### config.mk
export PLATFORM = sky130hd
export DESIGN_NAME = vc_input_port
export DESIGN_NICKNAME = d
export VERILOG_FILES = /design/src/rtl/vc_input_port.sv
export SDC_FILE = /design/constraint.sdc
export NUM_CORES = 1
export LEC_CHECK = 0
export ABC_CLOCK_PERIOD_IN_PS = 5500
export CAP_MARGIN = 20
export CELL_PAD_IN_SITES_DETAIL_PLACEMENT = 1
export CELL_PAD_IN_SITES_GLOBAL_PLACEMENT = 2
export CORE_MARGIN = 2
export CORE_UTILIZATION = 30
export DETAILED_ROUTE_END_ITERATION = 12
export HOLD_SLACK_MARGIN = 0.15
export PLACE_DENSITY_LB_ADDON = 0.1
export SYNTH_ARGS = -nofsm -noshare
export SYNTH_HDL_FRONTEND = slang
export SYNTH_SLANG_ARGS = --single-unit
### constraint.sdc
create_clock -name clk -period 5.5 [get_ports clk]
set_input_delay 1.1 -clock clk [delete_from_list [all_inputs] [get_ports clk]]
set_output_delay 1.1 -clock clk [all_outputs]
set_load 0.005 [all_outputs]
### src/rtl/vc_input_port.sv
// Multi-VC input port: demultiplexes incoming flits into per-VC FIFOs,
// runs a packet-level FSM per VC (IDLE -> WAIT_OVC -> ACTIVE), and
// arbitrates ready VCs round-robin onto a single switch request.
// Upstream credits and output-VC releases are registered one-cycle pulses.
module vc_input_port #(
    parameter int FLIT_SIZE  = 32,
    parameter int HEADER_LEN = 2,
    parameter int ROUTE_LEN  = 3,
    parameter int NUM_VC     = 4,
    parameter int VC_DEPTH   = 8,
    localparam int VCW       = $clog2(NUM_VC),
    localparam int CW        = $clog2(VC_DEPTH) + 1
) (
    input  logic                        clk,
    input  logic                        rst,
    input  logic [FLIT_SIZE-1:0]        flit_in,
    input  logic                        valid_in,
    input  logic [VCW-1:0]              vc_in,
    input  logic [ROUTE_LEN-1:0]        route_in,
    output logic [NUM_VC-1:0]           ovc_req,
    output logic [NUM_VC*ROUTE_LEN-1:0] ovc_req_route,
    input  logic [NUM_VC-1:0]           ovc_grant,
    input  logic [NUM_VC*VCW-1:0]       ovc_id,
    input  logic [NUM_VC-1:0]           credit_ok,
    output logic [FLIT_SIZE-1:0]        flit_out,
    output logic [ROUTE_LEN-1:0]        route_out,
    output logic [VCW-1:0]              ovc_out,
    output logic [VCW-1:0]              vc_out,
    output logic                        valid_out,
    input  logic                        sw_ready,
    output logic [NUM_VC-1:0]           credit_out,
    output logic [NUM_VC-1:0]           ovc_release,
    output logic [NUM_VC*CW-1:0]        vc_free,
    output logic [NUM_VC-1:0]           vc_idle,
    output logic                        overflow_err,
    output logic                        protocol_err
);

    localparam int DW = ROUTE_LEN + FLIT_SIZE;   // stored entry: {route, flit}
    localparam int AW = CW - 1;                  // FIFO pointer width

    localparam logic [HEADER_LEN-1:0] TYPE_BODY   = HEADER_LEN'(0);
    localparam logic [HEADER_LEN-1:0] TYPE_HEAD   = HEADER_LEN'(1);
    localparam logic [HEADER_LEN-1:0] TYPE_TAIL   = HEADER_LEN'(2);
    localparam logic [HEADER_LEN-1:0] TYPE_SINGLE = HEADER_LEN'(3);

    localparam logic [CW-1:0] DEPTH_C = CW'(VC_DEPTH);

    typedef enum logic [1:0] {
        ST_IDLE     = 2'd0,
        ST_WAIT_OVC = 2'd1,
        ST_ACTIVE   = 2'd2
    } vc_state_t;

    // Per-VC views gathered for the arbiter and output muxes
    logic [NUM_VC-1:0]                eligible;
    logic [NUM_VC-1:0]                deq_vc;
    logic [NUM_VC-1:0]                drop_vc;
    logic [NUM_VC-1:0]                release_vc;
    logic [NUM_VC-1:0]                proto_vc;
    logic [NUM_VC-1:0]                ovf_vc;
    logic [NUM_VC-1:0][FLIT_SIZE-1:0] head_flit;
    logic [NUM_VC-1:0][ROUTE_LEN-1:0] head_route;
    logic [NUM_VC-1:0][VCW-1:0]       ovc_all;

    // Arbiter state
    logic [VCW-1:0] ptr_reg;
    logic [VCW-1:0] lock_vc_reg;
    logic           lock_reg;
    logic [VCW-1:0] sel_vc;
    logic           sel_valid;
    logic           accept;

    logic [NUM_VC-1:0] credit_out_reg;
    logic [NUM_VC-1:0] ovc_release_reg;
    logic              overflow_err_reg;
    logic              protocol_err_reg;

    assign accept = sel_valid && sw_ready;

    generate
        for (genvar gi = 0; gi < NUM_VC; gi++) begin : gen_vc
            logic [DW-1:0]         mem_reg [VC_DEPTH];
            logic [AW-1:0]         wr_ptr_reg;
            logic [AW-1:0]         rd_ptr_reg;
            logic [CW-1:0]         count_reg;
            vc_state_t             state_reg;
            vc_state_t             state_next;
            logic [VCW-1:0]        ovc_reg;
            logic                  first_reg;
            logic                  wr_hit;
            logic                  wr_en;
            logic                  rd_en;
            logic                  not_empty;
            logic [HEADER_LEN-1:0] head_type;
            logic                  head_starts;
            logic                  head_ends;
            logic                  release_c;
            logic                  proto_c;
            logic                  drop_c;

            assign wr_hit      = valid_in && (vc_in == VCW'(gi));
            assign wr_en       = wr_hit && (count_reg != DEPTH_C);
            assign ovf_vc[gi]  = wr_hit && (count_reg == DEPTH_C);
            assign not_empty   = (count_reg != '0);
            assign head_type   = mem_reg[rd_ptr_reg][FLIT_SIZE-1 -: HEADER_LEN];
            assign head_starts = (head_type == TYPE_HEAD) || (head_type == TYPE_SINGLE);
            assign head_ends   = (head_type == TYPE_TAIL) || (head_type == TYPE_SINGLE);
            assign rd_en       = deq_vc[gi] || drop_c;

            assign head_flit[gi]  = mem_reg[rd_ptr_reg][FLIT_SIZE-1:0];
            assign head_route[gi] = mem_reg[rd_ptr_reg][DW-1:FLIT_SIZE];
            assign ovc_all[gi]    = ovc_reg;
            assign eligible[gi]   = (state_reg == ST_ACTIVE) && not_empty && credit_ok[gi];
            assign drop_vc[gi]    = drop_c;
            assign release_vc[gi] = release_c;
            assign proto_vc[gi]   = proto_c;

            assign ovc_req[gi]    = (state_reg == ST_WAIT_OVC);
            assign ovc_req_route[gi*ROUTE_LEN +: ROUTE_LEN] =
                (state_reg == ST_WAIT_OVC) ? head_route[gi] : '0;
            assign vc_idle[gi]    = (state_reg == ST_IDLE);
            assign vc_free[gi*CW +: CW] = DEPTH_C - count_reg;

            // Flit storage: write at the tail, no reset needed for data
            always_ff @(posedge clk) begin
                if (wr_en) begin
                    mem_reg[wr_ptr_reg] <= {route_in, flit_in};
                end
            end

            // FIFO pointers and occupancy; a full FIFO never accepts, even on a same-cycle pop
            always_ff @(posedge clk) begin
                if (rst) begin
                    wr_ptr_reg <= '0;
                    rd_ptr_reg <= '0;
                    count_reg  <= '0;
                end else begin
                    if (wr_en) wr_ptr_reg <= wr_ptr_reg + AW'(1);
                    if (rd_en) rd_ptr_reg <= rd_ptr_reg + AW'(1);
                    case ({wr_en, rd_en})
                        2'b10:   count_reg <= count_reg + CW'(1);
                        2'b01:   count_reg <= count_reg - CW'(1);
                        default: count_reg <= count_reg;
                    endcase
                end
            end

            // Packet FSM next-state and event decode
            always_comb begin
                state_next = state_reg;
                release_c  = 1'b0;
                proto_c    = 1'b0;
                drop_c     = 1'b0;
                case (state_reg)
                    ST_IDLE: begin
                        if (not_empty) begin
                            if (head_starts) begin
                                state_next = ST_WAIT_OVC;
                            end else begin
                                // Orphan body/tail: discard it and return its credit
                                drop_c  = 1'b1;
                                proto_c = 1'b1;
                            end
                        end
                    end
                    ST_WAIT_OVC: begin
                        if (ovc_grant[gi]) state_next = ST_ACTIVE;
                    end
                    ST_ACTIVE: begin
                        if (deq_vc[gi]) begin
                            if (head_starts && !first_reg) proto_c = 1'b1;
                            if (head_ends) begin
                                release_c = 1'b1;
                                // Only flits already buffered decide; a same-cycle write is not counted
                                state_next = (count_reg > CW'(1)) ? ST_WAIT_OVC : ST_IDLE;
                            end
                        end
                    end
                    default: state_next = ST_IDLE;
                endcase
            end

            // Packet FSM state, latched downstream VC and first-flit marker
            always_ff @(posedge clk) begin
                if (rst) begin
                    state_reg <= ST_IDLE;
                    ovc_reg   <= '0;
                    first_reg <= 1'b0;
                end else begin
                    state_reg <= state_next;
                    if ((state_reg == ST_WAIT_OVC) && ovc_grant[gi]) begin
                        ovc_reg   <= ovc_id[gi*VCW +: VCW];
                        first_reg <= 1'b1;
                    end else if (deq_vc[gi]) begin
                        first_reg <= 1'b0;
                    end
                end
            end

            assign deq_vc[gi] = accept && (sel_vc == VCW'(gi));
        end
    endgenerate

    // Round-robin pick starting after the last served VC; a held lock overrides the scan
    always_comb begin
        int idx;
        idx       = 0;
        sel_vc    = lock_reg ? lock_vc_reg : ptr_reg;
        sel_valid = lock_reg;
        if (!lock_reg) begin
            for (int i = 1; i <= NUM_VC; i++) begin
                idx = int'(ptr_reg) + i;
                if (idx >= NUM_VC) idx = idx - NUM_VC;
                if (!sel_valid && eligible[idx]) begin
                    sel_vc    = VCW'(idx);
                    sel_valid = 1'b1;
                end
            end
        end
    end

    // Arbiter pointer and lock: a stalled selection stays put until the switch takes it
    always_ff @(posedge clk) begin
        if (rst) begin
            ptr_reg     <= VCW'(NUM_VC - 1);
            lock_reg    <= 1'b0;
            lock_vc_reg <= '0;
        end else if (accept) begin
            ptr_reg  <= sel_vc;
            lock_reg <= 1'b0;
        end else if (sel_valid) begin
            lock_reg    <= 1'b1;
            lock_vc_reg <= sel_vc;
        end
    end

    // Credit/release pulses and sticky error flags
    always_ff @(posedge clk) begin
        if (rst) begin
            credit_out_reg   <= '0;
            ovc_release_reg  <= '0;
            overflow_err_reg <= 1'b0;
            protocol_err_reg <= 1'b0;
        end else begin
            credit_out_reg   <= deq_vc | drop_vc;
            ovc_release_reg  <= release_vc;
            overflow_err_reg <= overflow_err_reg | (|ovf_vc);
            protocol_err_reg <= protocol_err_reg | (|proto_vc);
        end
    end

    assign valid_out    = sel_valid;
    assign flit_out     = sel_valid ? head_flit[sel_vc]  : '0;
    assign route_out    = sel_valid ? head_route[sel_vc] : '0;
    assign ovc_out      = sel_valid ? ovc_all[sel_vc]    : '0;
    assign vc_out       = sel_valid ? sel_vc             : '0;
    assign credit_out   = credit_out_reg;
    assign ovc_release  = ovc_release_reg;
    assign overflow_err = overflow_err_reg;
    assign protocol_err = protocol_err_reg;

endmodule

==> results_dict.tcl <==
set metrics [dict create \
    status "finished clean" \
    hold_slack_ps 479 \
    synth_fa_ha_area_frac 0.00653 \
    via_count_of_the_first_global_routing_pass 26326 \
    drt-vias-per-instance 5.01 \
    p_int_w 0.0177 \
    cts_tree "built" \
    cp-end-kind "primary output" \
    detail_route.wirelength_um 142000 \
    timing.setup.critical_path_class "in -> out" \
    synthMuxAreaShare 0.169 \
    synth_top_family_by_area "multiplexers" \
    distinct_cells_synth 70 \
    fin_total_pwr_w 0.0244 \
    antenna_found_initial 3 \
    placed_area_mm2 0.0526 \
    ioPinCount 143 \
    hold_depth 2 \
    total_vias_in_the_final_route 24313 \
    finalSetupTns_ps 0 \
    largest_register_ff_count 1120 \
    report.final.setup_viol 0 \
    synth_seq_area_share 0.739 \
    antenna_violating_nets_post_route 0 \
    detail_route.drc_violations 0 \
    power.sequential.fraction 0.434 \
    crit_arrival_ps 4220 \
    switching_share 0.275 \
    final-instance-count-excl-fill 4853 \
    crit_path_max_fanout 15 \
    critical_path_required_ps 4400 \
    track_usage 0.175 \
    detailedRoute.firstPassIterationCount 5 \
    root_buffer "clkbuf_16" \
    rsz0062_at_grt "false" \
    yosysWarningCount 0 \
    start_util 0.302 \
    cts_hold_repair.buffers 0 \
    number_of_enable_flip_flop_cells_after_synthesis 1120 \
    timing.final.crit_period_ps 5320 \
    synthCells 2411 \
    number_of_clock_sinks 1207 \
    count_of_antenna_diodes_in_the_layout 0 \
    layout.filler_cells 15361 \
    dpl.cell_count 4590 \
    worstHoldPathType "reg -> reg" \
    finalWeightedCongestion 0.824 \
    fmax_achieved_ghz 0.188 \
    post_synth_xor_area_fraction 0.00439 \
    skew_ps 28.7 \
    syn_avg_cell_area_um2 19.9 \
    die_h_um 404 \
    synthesis.nets 2493 \
    synth_top_flop_cell "edfxtp_1" \
    vdd_ir_drop_max_mv 0.254 \
    final_max_slew_viol_count 0 \
    maximum_number_of_pins_on_one_net_before_global_route_repair 72 \
    layout.nets 2759 \
    count_of_state_elements_after_synthesis 1207 \
    tightestPinTransition_ps 1070 \
    grt_overflow_total 0 \
    fin_crit_sh 0.967 \
    comb_power_share 0.209 \
    clockPowerShare 0.357 \
    fp.dieW_um 404 \
    design.core.area_mm2 0.158 \
    syn2layout_area_growth_pct 19.6 \
    synth_async_sr_flop_share 0 \
    worst_slew_margin_rel 0.287 \
    cellLeakagePower_nw 17.4 \
    die-area_mm2 0.163 \
    wl_per_cell_um 29.2 \
    net_load_switching_power_w 0.00671 \
    insertion_delay_ps 760 \
    drt-initial-drc-count 1625 \
    power-per-cell-area_mw_per_mm2 426 \
    synthSimpleGateAreaFrac 0.0298 \
    first_pass_grt_wire_length_um 202000 \
    critPathLaunchType "input pin" \
    finish.instance_area_mm2 0.0573 \
    cts-root-to-sink-buffers 3 \
    hpwl_um 89100 \
    cts_htree_levels 4 \
    numCtsBuffers 139 \
    worstRegToRegCells 9 \
    synth_compound_area_frac 0.0352 \
    hold_violations 0 \
    io_buffers 142 \
    syn-cell-area_mm2 0.0479 \
    drive_above_1_share 0.266 \
    cts.clk_slew.worst_paths_ps 60 \
    fp-row-count 146 \
    drv_cap 0 \
]
placed cells by master (no fill, tap or decap), types with 11 or more instances in the layout:
master,instances
nor2_4,25
xor2_1,16
nand2b_1,30
mux2i_1,88
mux4_2,282
clkbuf_1,33
o21ai_0,77
buf_12,22
nor2b_1,14
nand3_1,30
nor3_1,12
clkinv_2,18
nor2_1,64
mux2_2,70
nand2_1,50
dfxtp_1,73
ha_1,25
edfxtp_1,1120
inv_1,29
a21oi_2,11
a21oi_1,68
o211ai_1,61
buf_4,88
clkbuf_16,146
clkdlybuf4s50_1,141
clkinv_1,32
worst max-delay path: stages:
cell,delay (ps)
clkdlybuf4s50_1,470
nand3b_1,170
o22a_1,310
or4_1,590
nand2_4,210
buf_12,190
buf_12,150
o211ai_1,110
a21oi_1,300
clkdlybuf4s50_1,590
cell families (layout without fill, tap and decap cells):
| group | Yosys count | count (layout) |
|---|---|---|
| flops | 1207 | 1207 |
| mux | 445 | 445 |
| simple gates | 276 | 276 |
| compound gates | 262 | 263 |
| buf+inv | 172 | 541 |
| fa+ha+maj | 25 | 25 |
| xor+xnor | 24 | 24 |
metrics by stage:
stage / setup slack, ps / utilization
6_report: 179 / 0.362
5_1_grt: 5.24 / 0.362
4_1_cts: 30.5 / 0.359
3_5_place_dp: 155 / 0.332
3_3_place_gp: 184 / 0.332
2_1_floorplan: 900 / -
cell type report:
| cell class | instances | area [µm²] | area share |
|---|---|---|---|
| well taps | 2072 | 2590 | 0.0453 |
| inverters | 29 | 109 | 0.00190 |
| flip-flops and latches | 1207 | 35400 | 0.618 |
| clock inverters | 71 | 601 | 0.0105 |
| repair buffers | 267 | 2900 | 0.0507 |
| multi-input cells | 1033 | 12000 | 0.210 |
| clock buffers | 174 | 3640 | 0.0636 |
Yosys cell counts, types with 35 or more instances:
master       n  area, µm²
edfxtp_1  1120      33600
buf_2       35        175
dfxtp_1     87       1740
clkbuf_1    74        278
a21oi_1     77        385
o211ai_1    61        458
nand2_1     50        188
mux2_2      70        788
o21ai_0     77        385
nor2_1      88        330
mux2i_1     88        881
mux4_2     282       6350
worst paths after layout:
path / endpoint / startpoint / slack [ps]
min: lock_vc_reg[0] / lock_vc_reg[0] / 480
min reg2reg: lock_vc_reg[0] / lock_vc_reg[0] / 480
max: flit_out[24] / credit_ok[1] / 180
max reg2reg: gen_vc[1].count_reg[2] / register / 1620
power groups by stage:
stage | Combinational, W | Sequential, W | Clock, W
after floorplan | 0.00330 | 0.0105 | 0
after global placement | 0.00511 | 0.0108 | 0
after detailed placement | 0.00516 | 0.0108 | 0
after CTS | 0.00520 | 0.0106 | 0.00898
after global routing | 0.00550 | 0.0106 | 0.00932
final | 0.00509 | 0.0106 | 0.00871
metal layers:
metal / up-vias / GRT usage / share of wire
met5: - / 0 / 0.00019
met1: 13203 / 0.234 / 0.44
li1: 10428 / - / -
met4: 4 / 0.0462 / 0.023
met2: 495 / 0.296 / 0.50
met3: 183 / 0.0291 / 0.038
repair_timing:
action	4_1_cts	5_1_grt
endpoints found under the hold margin	0	0
cloned	0	1
setup endpoints to repair	14	21
gates resized for setup	3	11
buffers inserted	2	1
pin swaps	1	0
Note: power is estimated with default switching activity, not from simulation.
